File: src/rtl/state_serializer.sv
// state_serializer
//   Captures a contiguous window of 64-bit permutation state lanes into a
//   shadow register and streams it out as OUT_W-bit words over a
//   valid/ready handshake. Lanes go out lowest index first, each lane
//   MSB-first.
//
// Parameters
//   OUT_W      : output word width (8, 16, 32 or 64)
//   NUM_LANES  : number of lanes emitted (1..5)
//   FIRST_LANE : index of the first lane emitted (FIRST_LANE+NUM_LANES <= 5)
//
// Ports
//   clk        : clock, rising edge
//   rst        : asynchronous active-high reset
//   S_0_reg..S_4_reg : state lanes, sampled only when a capture is accepted
//   start      : capture request, honoured only when idle
//   flush      : synchronous abort, beats start and a handshake
//   out_ready  : downstream accept
//   out_valid  : word presented (high exactly while sending)
//   out_data   : current word, zero while idle
//   out_last   : current word is the final word of the transaction
//   busy       : transaction in progress
//   key        : finalization key (only with SERIALIZER_KEY_XOR_EN)
//
// Build option
//   SERIALIZER_KEY_XOR_EN : when defined, adds port key and XORs the last two
//   captured lanes with it (single-lane builds XOR the lane with key[63:0]).
module state_serializer #(
    parameter int unsigned OUT_W      = 16,
    parameter int unsigned NUM_LANES  = 4,
    parameter int unsigned FIRST_LANE = 1
) (
    input  logic             clk,
    input  logic             rst,
    input  logic [63:0]      S_0_reg,
    input  logic [63:0]      S_1_reg,
    input  logic [63:0]      S_2_reg,
    input  logic [63:0]      S_3_reg,
    input  logic [63:0]      S_4_reg,
    input  logic             start,
    input  logic             flush,
    input  logic             out_ready,
`ifdef SERIALIZER_KEY_XOR_EN
    input  logic [127:0]     key,
`endif
    output logic             out_valid,
    output logic [OUT_W-1:0] out_data,
    output logic             out_last,
    output logic             busy
);

    localparam int unsigned SHADOW_W = NUM_LANES * 64;
    localparam int unsigned N_WORDS  = SHADOW_W / OUT_W;
    localparam int unsigned CNT_W    = (N_WORDS > 1) ? $clog2(N_WORDS) : 1;
    localparam int unsigned LANE_TOP = 320 - 1 - FIRST_LANE * 64;

    localparam logic [CNT_W-1:0] LastIdx = CNT_W'(N_WORDS - 1);

    typedef enum logic [0:0] {
        StIdle,
        StSend
    } state_e;

    state_e              state_q, state_d;
    logic [CNT_W-1:0]    cnt_q, cnt_d;
    logic [SHADOW_W-1:0] shadow_q, shadow_d;

    // Lane 0 sits at the top so the selected window is already in emit order.
    logic [319:0]        all_lanes;
    logic [SHADOW_W-1:0] snap;
    logic [SHADOW_W-1:0] key_mask;
    logic                last_word;
    logic                unused_lanes;

    assign all_lanes    = {S_0_reg, S_1_reg, S_2_reg, S_3_reg, S_4_reg};
    assign unused_lanes = ^all_lanes;

`ifdef SERIALIZER_KEY_XOR_EN
    // Key right-aligned against the shadow: key[63:0] lands on the last lane,
    // key[127:64] on the one before it. A single lane only sees key[63:0].
    logic [SHADOW_W+127:0] key_wide;
    logic                  unused_key_wide;

    assign key_wide        = {{SHADOW_W{1'b0}}, key};
    assign key_mask        = key_wide[SHADOW_W-1:0];
    assign unused_key_wide = ^key_wide[SHADOW_W+127:SHADOW_W];
`else
    assign key_mask = '0;
`endif

    assign snap      = all_lanes[LANE_TOP -: SHADOW_W] ^ key_mask;
    assign last_word = (cnt_q == LastIdx);

    always_ff @(posedge clk or posedge rst) begin
        if (rst) begin
            state_q  <= StIdle;
            cnt_q    <= '0;
            shadow_q <= '0;
        end else begin
            state_q  <= state_d;
            cnt_q    <= cnt_d;
            shadow_q <= shadow_d;
        end
    end

    always_comb begin
        state_d  = state_q;
        cnt_d    = cnt_q;
        shadow_d = shadow_q;

        if (flush) begin
            state_d  = StIdle;
            cnt_d    = '0;
            shadow_d = '0;
        end else begin
            unique case (state_q)
                StIdle: begin
                    if (start) begin
                        state_d  = StSend;
                        cnt_d    = '0;
                        shadow_d = snap;
                    end
                end
                StSend: begin
                    // start is deliberately not looked at here, including on
                    // the final handshake.
                    if (out_ready) begin
                        // Shift so the next word is always at the top.
                        shadow_d = shadow_q << OUT_W;
                        if (last_word) begin
                            state_d = StIdle;
                            cnt_d   = '0;
                        end else begin
                            cnt_d = cnt_q + CNT_W'(1);
                        end
                    end
                end
                default: begin
                    state_d = StIdle;
                    cnt_d   = '0;
                end
            endcase
        end
    end

    // Outputs decode from registered state only, so reset clears them at once
    // and they cannot move while a word is stalled.
    always_comb begin
        out_valid = (state_q == StSend);
        busy      = out_valid;
        out_last  = out_valid & last_word;
        out_data  = out_valid ? shadow_q[SHADOW_W-1 -: OUT_W] : '0;
    end

endmodule
File: config.mk
export PLATFORM = sky130hd
export DESIGN_NAME = state_serializer
export DESIGN_NICKNAME = d
export VERILOG_FILES = /design/src/rtl/state_serializer.sv
export SDC_FILE = /design/constraint.sdc
export NUM_CORES = 1
export LEC_CHECK = 0
export ABC_CLOCK_PERIOD_IN_PS = 10500
export CAP_MARGIN = 25
export CORE_MARGIN = 8
export CORE_UTILIZATION = 49
export DETAILED_ROUTE_END_ITERATION = 6
export HOLD_SLACK_MARGIN = 0.02
export PLACE_DENSITY = 0.83
export SYNTH_ARGS = -nofsm -noshare
export SYNTH_HDL_FRONTEND = slang
export SYNTH_SLANG_ARGS = --single-unit
File: constraint.sdc
create_clock -name clk -period 10.5 [get_ports clk]
set_clock_uncertainty 0.15 [all_clocks]
set_input_delay 1.05 -clock clk [delete_from_list [all_inputs] [get_ports clk]]
set_output_delay 1.05 -clock clk [all_outputs]
set_load 0.01 [all_outputs]
**Yosys cells after proc, flatten, opt, wreduce, memory -nomap -nowiden**

Index checks and enable logic that the tools add are counted.

- $add $sub $neg: 1
- Equality and inequality tests: 3
- Muxes and demuxes: 15
- Bitwise operators: 2
- Reductions and logical operators: 1

Operator list:

| operator | count |
|---|---|
| $mux 256 | 3 |
| $pmux 256 s2 | 1 |
| $mux 16 | 1 |
| $mux 4 | 4 |
| $pmux 4 s2 | 1 |
| $ne 3x3->1 const B | 2 |
| $add 4x1->4 const B | 1 |
| $eq 4x4->1 const B | 1 |
| $mux 1 | 4 |
| $pmux 1 s2 | 1 |
| $reduce_and 2->1 | 1 |
| $and 1x1->1 | 1 |
| $not 1->1 | 1 |

- Bits in registers: 261
- Input port bits: 325
- Output and inout port bits: 19
- Logic and storage cells: 25

**Depth between registers and ports, before layout**

Gate-level depths: netlist of run 1.

- Depth after elaboration: 5
- Gate-level depth with buffers: 6
- Mapped depth without buffers: 4

**Least setup slack after synthesis of run 1**

Ideal clock, no wire load.

- Path type: input to register
- From: input start
- To: register shadow_q[117]
- Setup time: 0.125 ns
- Data arrival time: 2.251 ns
- Required time: 10.225 ns
- Setup slack: 7.975 ns
- Stages: 5
- Path buffers: 2
- Cell sequence: nor2b_1 > a211oi_2 > buf_4 > buf_2 > mux2_2

- Word-level cells in the longest chain between the ends: 2

RTL lines:

| what | line | RTL |
|---|---|---|
| start: declaration | 40 | `input logic start,` |
| $ne 3x3->1 (no line) | n/a |  |
| $reduce_and 2->1 (no line) | n/a |  |
| end signal: assignment | 102 | `shadow_q <= shadow_d;` |
| end: declaration | 66 | `logic [SHADOW_W-1:0] shadow_q, shadow_d;` |

No other way between the ends.
A chain may end at the register's enable or synchronous reset.

**Worst setup path after layout of run 1**

- From: register state_q (netlist: busy)
- To: register shadow_q[74]

- Word-level cells in the longest chain between the ends: 3
- Elaborated cells between the ends (all ways): 6
- Classes of those cells: eq/ne (2); mux (2); bitwise (1); reduce/logical (1)

RTL lines:

| what | line | RTL |
|---|---|---|
| start: declaration | 64 | `state_e state_q, state_d;` |
| start signal: assignment | 96 | `state_q <= StIdle;` |
| start signal: assignment | 100 | `state_q <= state_d;` |
| $not 1->1 | n/a |  |
| $pmux 256 s2 or $ne 3x3->1 (tied branches) | n/a |  |
| $mux 256 or $reduce_and 2->1 (tied branches) | n/a |  |

Several ways; a longest one is shown, not always the timed one.

==> flow_metrics.py, run 1 <==
metrics = {
    "outcome": {
        "status": "completed",
    },
    "place": {
        "place.gp.congestion": 0.803,
        "portBuffers": 279,
        "dp_hpwl_mm": 22.4,
        "place_inst": 1437,
    },
    "synthesis": {
        "yosys.area.top_type_share_pct": 53.1,
        "ys.flop_type": "dfrtp_1",
        "seq_area_frac_synth_pct": 53.1,
        "synth_top_area_cell": "dfrtp_1",
        "ys_warn_count": 0,
        "avgSynthCellArea_um2": 13.6,
        "synth_common_cells": "261 x dfrtp_1, 240 x a22o_1, 182 x mux2_2",
        "synth-edff-count": 0,
        "ys_top_cells_by_area": "dfrtp_1 53%, a22o_1 17%, mux2_2 17%",
        "syn_area_um2": 12300,
        "synth_most_common_cell": "dfrtp_1",
        "async_flop_share_pct": 100,
        "yosysUniqueCellTypes": 29,
        "synth_cells": 904,
        "yosys_register_bits": 261,
        "synth.net_count": 1230,
    },
    "sta": {
        "hold_viol_final": 0,
        "timing.final.crit_share_pct": 35.6,
        "worstMarginPinSlew_ns": 1.01,
        "fmax_mhz": 268,
        "rsz0062_at_grt": "no",
        "maxSlewViolCount": 0,
        "slew-limit-headroom_pct": 32.9,
        "period_needed_ns": 3.73,
        "fin_tns_setup_ns": 0,
        "setup_viol": 0,
    },
    "critical_path": {
        "critPathMaxFanout": 72,
        "r2r_end": "shadow_q[74]$_DFFE_PP0P_",
        "cp-end-kind": "flop",
        "reg2reg_depth": 6,
        "critPathLaunch": "busy$_DFF_PP0_",
        "crit_slowest_cell": "buf_4",
        "cpPeakStageDelay_ns": 0.83,
        "path_class": "reg -> reg",
        "rrSetupSlack_ns": 6.77,
        "r2r-start": "busy$_DFF_PP0_",
        "crit_top_cell": "buf_4",
        "crit_end": "shadow_q[74]$_DFFE_PP0P_",
        "worst_setup_path_start_kind": "flop",
        "cp.required_ns": 10.75,
        "crit_arrival_ns": 3.99,
        "crit_chain": "buf_4 > nor2b_1 > a211oi_4 > buf_4 > buf_4 > mux2_2",
        "worst_path_dominant_cell_family": "buffers and inverters",
        "path_depth": 6,
        "path_buf_inv": 3,
    },
    "global_route": {
        "grt_pass1_wl_mm": 52.4,
        "grtUsageTotal_pct": 21.3,
        "grt_start_max_net_pins": 120,
        "grt_pass1_vias": 9316,
        "antenna_found_initial": 3,
        "grt-ovfl-total": 0,
    },
    "cells_and_area": {
        "synthToLayoutAreaGrowth_pct": 31.7,
        "nNetsFinal": 1468,
        "stdcell_count": 1494,
        "drive_gt1_share_pct": 20.9,
    },
    "floorplan": {
        "io_pins": 344,
        "initial_core_util_pct": 49.4,
        "row_count": 58,
        "die_x_um": 174,
        "dieArea_um2": 30400,
        "dieHeight_um": 174,
        "core_area_um2": 24900,
    },
    "power_and_ir_drop": {
        "p_leak_nw": 7.53,
        "vdd_drop_max_mv": 0.115,
        "power.density_nw_per_um2": 154,
    },
    "worst_hold_path": {
        "holdPathStages": 1,
        "min_path_type": "reg -> reg",
    },
    "clock_tree": {
        "post-cts-setup-buffer-count": 0,
        "cts_sinks": 261,
        "path_clk_slew_ns": 0.06,
        "clk_latency_ns": 0.53,
        "cts_buffers": 28,
        "cts_buffer_depth": 3,
        "cts_tree": "done",
        "cts_root_buf": "clkbuf_16",
        "postCtsResizedCells": 0,
        "cts_hold_buffers": 0,
        "h-tree-depth": 1,
    },
    "routing": {
        "drc": 0,
        "met2WireLength_mm": 16.2,
        "vias": 8706,
        "drt_pass1_iterations": 4,
        "top_layer_used": "met5",
        "drtAntennaViolNets": 0,
        "drt-total-wl_mm": 33.2,
        "wl_met1_mm": 14.3,
        "met3_length_mm": 2.06,
        "drt_iter0_drc": 666,
        "via_per_inst": 5.83,
        "wire_per_inst_um": 22.2,
    },
    "flow_run": {
        "drv_cap": 0,
    },
}
## sequential cells by signal, indices dropped and copies added, names as in the netlist
| register | cells |
|---|---|
| busy | 1 |
| cnt_q | 4 |
| shadow_q | 256 |
## cell families after synthesis
family                     Yosys count  synth area share (%)
adders and majority gates            1                 0.102
and+or+nand+nor                     50                  2.80
AOI/OAI and AO/OA                  260                  18.4
DFF                                261                  53.1
muxes                              241                  22.0
buffers and inverters               91                  3.61
## worst register-to-register path: stages (launching register included)
cell	delay (ns)
dfrtp_1	0.73
buf_4	0.39
nor2b_1	0.13
a211oi_4	0.23
buf_4	0.64
buf_4	0.86
mux2_2	0.48
## metrics by stage
step,worst slack [ns],utilization [%],hold slack (ns),instance area [µm²],total power [mW]
detailed placement,6.19,61.1,0.316,15200,1.57
global route,6.51,65.1,0.345,16200,2.61
global placement,6.16,61.0,0.309,15200,1.56
finish,6.77,65.1,0.333,16200,2.50
CTS,6.79,64.6,0.330,16100,2.52
floorplan,2.12,-,0.300,12300,1.40
## worst min-delay path by stage
stage / from / end / slack [ns]
after global routing: shadow_q[11]$_DFFE_PP0P_ / shadow_q[11]$_DFFE_PP0P_ / 0.35
after floorplan: shadow_q[0]$_DFFE_PP0P_ / shadow_q[0]$_DFFE_PP0P_ / 0.30
after CTS: shadow_q[1]$_DFFE_PP0P_ / shadow_q[1]$_DFFE_PP0P_ / 0.33
final: shadow_q[11]$_DFFE_PP0P_ / shadow_q[11]$_DFFE_PP0P_ / 0.33
after global placement: shadow_q[13]$_DFFE_PP0P_ / shadow_q[13]$_DFFE_PP0P_ / 0.31
after detailed placement: shadow_q[1]$_DFFE_PP0P_ / shadow_q[1]$_DFFE_PP0P_ / 0.32
## area by class of cell
cell class,count,area [µm²]
Fill cell,1877,8690
Sequential cell,261,6530
Multi-Input combinational cell,552,5350
Timing Repair Buffer,297,3010
Clock buffer,46,850
Tap cell,330,413
Clock inverter,4,23.8
Inverter,2,15.0
Antenna cell,2,5.00
## where the power goes
part           switching [mW]  leakage (nW)  total, mW  internal (mW)
sequential             0.0623          3.44       1.17           1.11
clock                   0.388         0.430      0.936          0.548
combinational           0.155          3.67      0.391          0.236
total                   0.605          7.53       2.50           1.89
## cells in the final DEF (no fill, tap or decap), types with 2 or more instances in the layout
cell type        count
diode_2              2
clkbuf_16           29
buf_16               3
nor4b_1             16
clkbuf_1            11
nand3_1              2
a22o_1             240
nor2b_1              2
mux2_1              58
buf_12               2
clkinv_2             3
clkdlybuf4s50_1    279
and2_1              17
mux2_2             182
clkbuf_8             6
buf_4               13
dfrtp_1            261
nand2_1              3
a21o_1              17
## layer usage
| layer | vias up | global-route usage [%] |
|---|---|---|
| li1 | 3941 | - |
| met1 | 4477 | 27.9 |
| met2 | 241 | 34.9 |
| met3 | 45 | 5.29 |
| met4 | 2 | 5.02 |
| met5 | - | 0 |
Note: power is estimated with default switching activity, not from simulation.
==> inputs of run 2 (changes only) <==
- ABC_CLOCK_PERIOD_IN_PS: 10500 -> 3800
- clock period: 10.5 -> 3.8 ns (I/O delays scaled with it)
==> run 2 against run 1 <==
Critical endpoint is now out_last. Critical path depth down 2. Combinational power grew to 2.8 times the previous value. Wire length down 0.36%. Total power rose to 2.8 times the previous value. First-iteration DRC count fell by 2.1%. Setup slack got worse by 5.6 ns.
==> flow_metrics.py, run 2 (synthesis results as in run 1) <==
metrics = {
    "outcome": {
        "status": "completed",
    },
    "floorplan": {
        "row_count": 58,
        "dieHeight_um": 174,
        "die_x_um": 174,
        "initial_core_util_pct": 49.4,
        "io_pins": 344,
        "core_area_um2": 24900,
        "dieArea_um2": 30400,
    },
    "clock_tree": {
        "postCtsResizedCells": 0,
        "cts_buffers": 29,
        "cts_hold_buffers": 0,
        "cts_root_buf": "clkbuf_16",
        "post-cts-setup-buffer-count": 0,
        "h-tree-depth": 1,
        "cts_sinks": 261,
        "clk_latency_ns": 0.54,
        "path_clk_slew_ns": 0.06,
        "cts_tree": "done",
        "cts_buffer_depth": 3,
    },
    "cells_and_area": {
        "top_register": "shadow_q",
        "drive_gt1_share_pct": 20.7,
        "final_cell_mix": "279 x clkdlybuf4s50_1, 261 x dfrtp_1, 240 x a22o_1",
        "multiInputGateArea_um2": 5350,
        "regArea_um2": 6530,
        "mostFrequentLayoutCell": "clkdlybuf4s50_1",
        "nNetsFinal": 1464,
        "fillCellCount": 1873,
        "synthToLayoutAreaGrowth_pct": 31.9,
        "largest_register_ffs": 256,
        "post-route-util_pct": 65.2,
    },
    "critical_path": {
        "crit_arrival_ns": 2.06,
        "critPathMaxFanout": 4,
        "cp.required_ns": 3.27,
        "path_class": "reg -> out",
        "worst_setup_path_start_kind": "flop",
        "cp-end-kind": "primary output",
    },
    "global_route": {
        "grtUsageTotal_pct": 21.0,
        "grt-ovfl-total": 0,
        "grt_pass1_vias": 9360,
        "antenna_found_initial": 4,
        "grt_pass1_wl_mm": 51.9,
        "grt_start_max_net_pins": 241,
    },
    "sta": {
        "maxSlewViolCount": 0,
        "rsz0062_at_grt": "no",
        "fmax_mhz": 386,
        "setup_viol": 0,
        "timing.final.crit_share_pct": 68.2,
        "hold_viol_final": 0,
        "holdWs_ns": 0.163,
        "slew-limit-headroom_pct": 19.5,
        "fin_tns_setup_ns": 0,
        "worstMarginPinSlew_ns": 1.21,
        "period_needed_ns": 2.59,
    },
    "power_and_ir_drop": {
        "swShare_pct": 24.2,
        "p_switching_mw": 1.69,
        "internal-power_mw": 5.31,
        "pwr-share-clk_pct": 38.5,
        "seqPwrFrac_pct": 46.0,
        "p_leak_nw": 7.53,
        "vdd_drop_max_mv": 0.322,
        "pwr-share-comb_pct": 15.5,
        "power.density_nw_per_um2": 431,
    },
    "worst_hold_path": {
        "min_path_type": "in -> async",
    },
    "place": {
        "portBuffers": 279,
        "dp_hpwl_mm": 22.4,
        "place.gp.congestion": 0.807,
    },
    "routing": {
        "met3_length_mm": 2.14,
        "met2WireLength_mm": 15.8,
        "drt-total-wl_mm": 33.1,
        "top_layer_used": "met5",
        "drt_pass1_iterations": 4,
        "via_per_inst": 5.85,
        "drc": 0,
        "wl_met1_mm": 14.3,
        "wire_per_inst_um": 22.2,
        "drtAntennaViolNets": 0,
        "vias": 8716,
        "drt_iter0_drc": 652,
    },
    "flow_run": {
        "drv_cap": 0,
    },
}
[run 2: worst paths after layout]
kind | from | endpoint | slack (ns) | cells past startpoint
min reg2reg | shadow_q[4]$_DFFE_PP0P_ | shadow_q[4]$_DFFE_PP0P_ | 0.33 | 1
max reg2reg | busy$_DFF_PP0_ | shadow_q[233]$_DFFE_PP0P_ | 1.33 | 5
min in group clk | shadow_q[4]$_DFFE_PP0P_ | shadow_q[4]$_DFFE_PP0P_ | 0.33 | 1
min | rst | shadow_q[151]$_DFFE_PP0P_ | 0.16 | 2
max | cnt_q[0]$_DFFE_PP0P_ | out_last | 1.21 | 4
max in group asynchronous | rst | shadow_q[76]$_DFFE_PP0P_ | 2.37 | 3
[run 2: per-stage QoR]
step | cell area (µm²) | setup slack (ns) | total power, mW | std cells
3_5_place_dp | 15300 | 0.975 | 4.36 | 1437
4_1_cts | 16200 | 1.17 | 7.08 | 1488
5_1_grt | 16200 | 1.08 | 7.30 | 1491
6_report | 16200 | 1.21 | 7.00 | 1491
2_1_floorplan | 12300 | -0.172 | 3.86 | 904
3_3_place_gp | 15300 | 1.03 | 4.32 | 1437
[run 2: power by group through the flow]
stage | clock (mW) | combinational [mW] | sequential (mW)
6_report | 2.69 | 1.09 | 3.22
5_1_grt | 2.88 | 1.17 | 3.25
4_1_cts | 2.76 | 1.10 | 3.22
3_5_place_dp | 0 | 1.09 | 3.27
3_3_place_gp | 0 | 1.07 | 3.25
2_1_floorplan | 0 | 0.664 | 3.20
[run 2: layout make-up]
type | count | area share (%)
sequential | 261 | 40.2
clock buffer | 49 | 5.55
clock inverter | 2 | 0.177
antenna | 3 | 0.0462
timing repair buffer | 292 | 18.4
tap | 330 | 2.54
multi-input combinational | 552 | 33.0
inverter | 2 | 0.0694
[run 2: per-layer routing]
metal  GRT usage (%)  up-vias
met5               0        -
met4            6.23        2
met3            5.25       63
met2            33.5      267
met1            27.8     4433
li1                -     3951
[run 2: worst max-delay path, cell delays in order, from the launching register on]
cell	delay, ns
dfrtp_1	0.40
ha_1	0.22
and3_1	0.21
and2_1	0.14
clkdlybuf4s50_1	0.55
==> inputs of run 3 (changes only) <==
- ABC_CLOCK_PERIOD_IN_PS: 3800 -> 2400
- clock period: 3.8 -> 2.4 ns (I/O delays scaled with it)
==> run 3 against run 2 <==
Core utilization rose by 1.7 points. First-iteration DRC count rose by 5.2%. Highest routed layer is now met4. Critical endpoint is now out_data[12]. Die area did not move. Critical path depth fell by 1. Cell count rose by 2.0%. Cell area rose by 2.7%. Critical path type unchanged. Wire length rose by 3.2%. Clock power rose by 57%. Sequential share of layout area fell by 1.0 points. Non-clock buffer count rose by 33.
==> flow_metrics.py, run 3 (synthesis results as in run 1) <==
metrics = {
    "cells_and_area": {
        "fillCellCount": 1761,
        "drive_gt1_share_pct": 23.6,
        "final_cell_mix": "278 x clkdlybuf4s50_1, 260 x dfrtp_1, 240 x a22o_1",
        "mostFrequentLayoutCell": "clkdlybuf4s50_1",
        "synthToLayoutAreaGrowth_pct": 35.4,
        "largest_register_ffs": 256,
        "top_register": "shadow_q",
        "nNetsFinal": 1495,
    },
    "critical_path": {
        "cpPeakStageDelay_ns": 0.54,
        "crit_arrival_ns": 1.78,
        "worst_setup_path_start_kind": "flop",
        "path_class": "reg -> out",
        "crit_chain": "buf_6 > and2_1 > clkdlybuf4s50_1",
        "r2r-start": "busy$_DFF_PP0_",
        "cp.required_ns": 2.01,
        "critPathLaunch": "busy$_DFF_PP0_",
        "critPathMaxFanout": 21,
        "reg2reg_depth": 6,
        "cp-end-kind": "primary output",
        "crit_slowest_cell": "clkdlybuf4s50_1",
    },
    "clock_tree": {
        "h-tree-depth": 1,
        "cts_sinks": 261,
        "cts_tree": "done",
        "path_clk_slew_ns": 0.06,
        "cts_buffer_depth": 3,
        "cts_root_buf": "clkbuf_16",
        "cts_buffers": 27,
        "clk_latency_ns": 0.52,
    },
    "routing": {
        "drtAntennaViolNets": 0,
        "via_per_inst": 5.87,
        "drt_pass1_iterations": 5,
        "drt_iter0_drc": 686,
        "drc": 0,
        "drt-total-wl_mm": 34.1,
        "wire_per_inst_um": 22.4,
        "vias": 8932,
    },
    "floorplan": {
        "row_count": 58,
        "die_x_um": 174,
        "dieHeight_um": 174,
        "dieArea_um2": 30400,
        "io_pins": 344,
        "core_area_um2": 24900,
        "initial_core_util_pct": 49.4,
    },
    "power_and_ir_drop": {
        "power.density_nw_per_um2": 670,
        "p_leak_nw": 7.75,
        "vdd_drop_max_mv": 0.497,
        "total_power_mw": 11.2,
    },
    "global_route": {
        "grtUsageTotal_pct": 21.6,
        "grt_pass1_wl_mm": 53.3,
        "grt_start_max_net_pins": 119,
        "antenna_found_initial": 1,
        "grt_pass1_vias": 9615,
        "grt-ovfl-total": 0,
    },
    "sta": {
        "fin_tns_setup_ns": 0,
        "timing.final.crit_share_pct": 90.5,
        "hold_viol_final": 0,
        "fmax_mhz": 460,
        "period_needed_ns": 2.17,
        "worstMarginPinSlew_ns": 1.02,
        "maxSlewViolCount": 0,
        "rsz0062_at_grt": "no",
        "setup_viol": 0,
        "slew-limit-headroom_pct": 32.1,
    },
    "flow_run": {
        "drv_cap": 0,
    },
    "place": {
        "dp_hpwl_mm": 24.0,
        "place.gp.congestion": 0.829,
        "portBuffers": 279,
    },
    "worst_hold_path": {
        "min_from": "S_3_reg[63]",
        "holdPathStages": 3,
        "min_path_type": "in -> reg",
    },
    "outcome": {
        "status": "completed",
    },
}
[run 3: cell type report]
type | count | area (µm²) | area share [%]
flip-flops and latches | 261 | 6530 | 39.2
multi-input cells | 552 | 5360 | 32.2
repair buffers | 325 | 3440 | 20.7
clock buffers | 36 | 779 | 4.68
well taps | 330 | 413 | 2.48
clock inverters | 13 | 123 | 0.736
inverters | 2 | 11.3 | 0.0676
diodes | 2 | 5.00 | 0.0300
[run 3: stage by stage]
stage               setup WS (ns)  utilization [%]  hold slack (ns)  area [µm²]  cells
detailed placement         0.0593             63.2            0.318       15700   1468
global placement           0.0942             63.2            0.309       15700   1468
CTS                        0.0375             66.9            0.251       16700   1518
global route                0.150             66.9            0.265       16700   1520
finish                      0.228             67.0            0.276       16700   1521
floorplan                   -1.43                -            0.211       12300    904
[run 3: metal layers]
metal	global-route usage (%)	part of all wire (%)	routed length, µm	up-vias
met2	35.8	49	16700	335
met3	3.95	6.3	2140	46
met1	28.9	43	14600	4550
met4	4.99	2.1	722	0
met5	0	0	0	-
li1	-	-	-	4001
[run 3: critical path: cells and delay by family (launching register included)]
family	cells	cell delay [ns]
simple gates	1	0.17
buf+inv	2	0.72
flops	1	0.37
[run 3: timing repair]
| action | in CTS | in global routing |
|---|---|---|
| buffers inserted | 0 | 1 |
| hold buffers | 1 | 0 |
| endpoints found under the setup margin | 17 | 1 |
| endpoints found under the hold margin | 10 | 0 |
| resized for setup | 5 | 0 |
[run 3: worst paths after layout]
kind                                              to  slack (ns)
hold / removal             shadow_q[127]$_DFFE_PP0P_        0.28
max in group asynchronous   shadow_q[61]$_DFFE_PP0P_        0.85
hold reg to reg             shadow_q[10]$_DFFE_PP0P_        0.33
setup / recovery                        out_data[12]        0.23
setup reg to reg            shadow_q[16]$_DFFE_PP0P_        0.33
min in group asynchronous  shadow_q[169]$_DFFE_PP0P_        0.47
[run 3: report_power, final]
part / internal (mW) / switching [mW]
Clock: 2.49 / 1.73
Sequential: 4.84 / 0.266
Combinational: 1.12 / 0.733
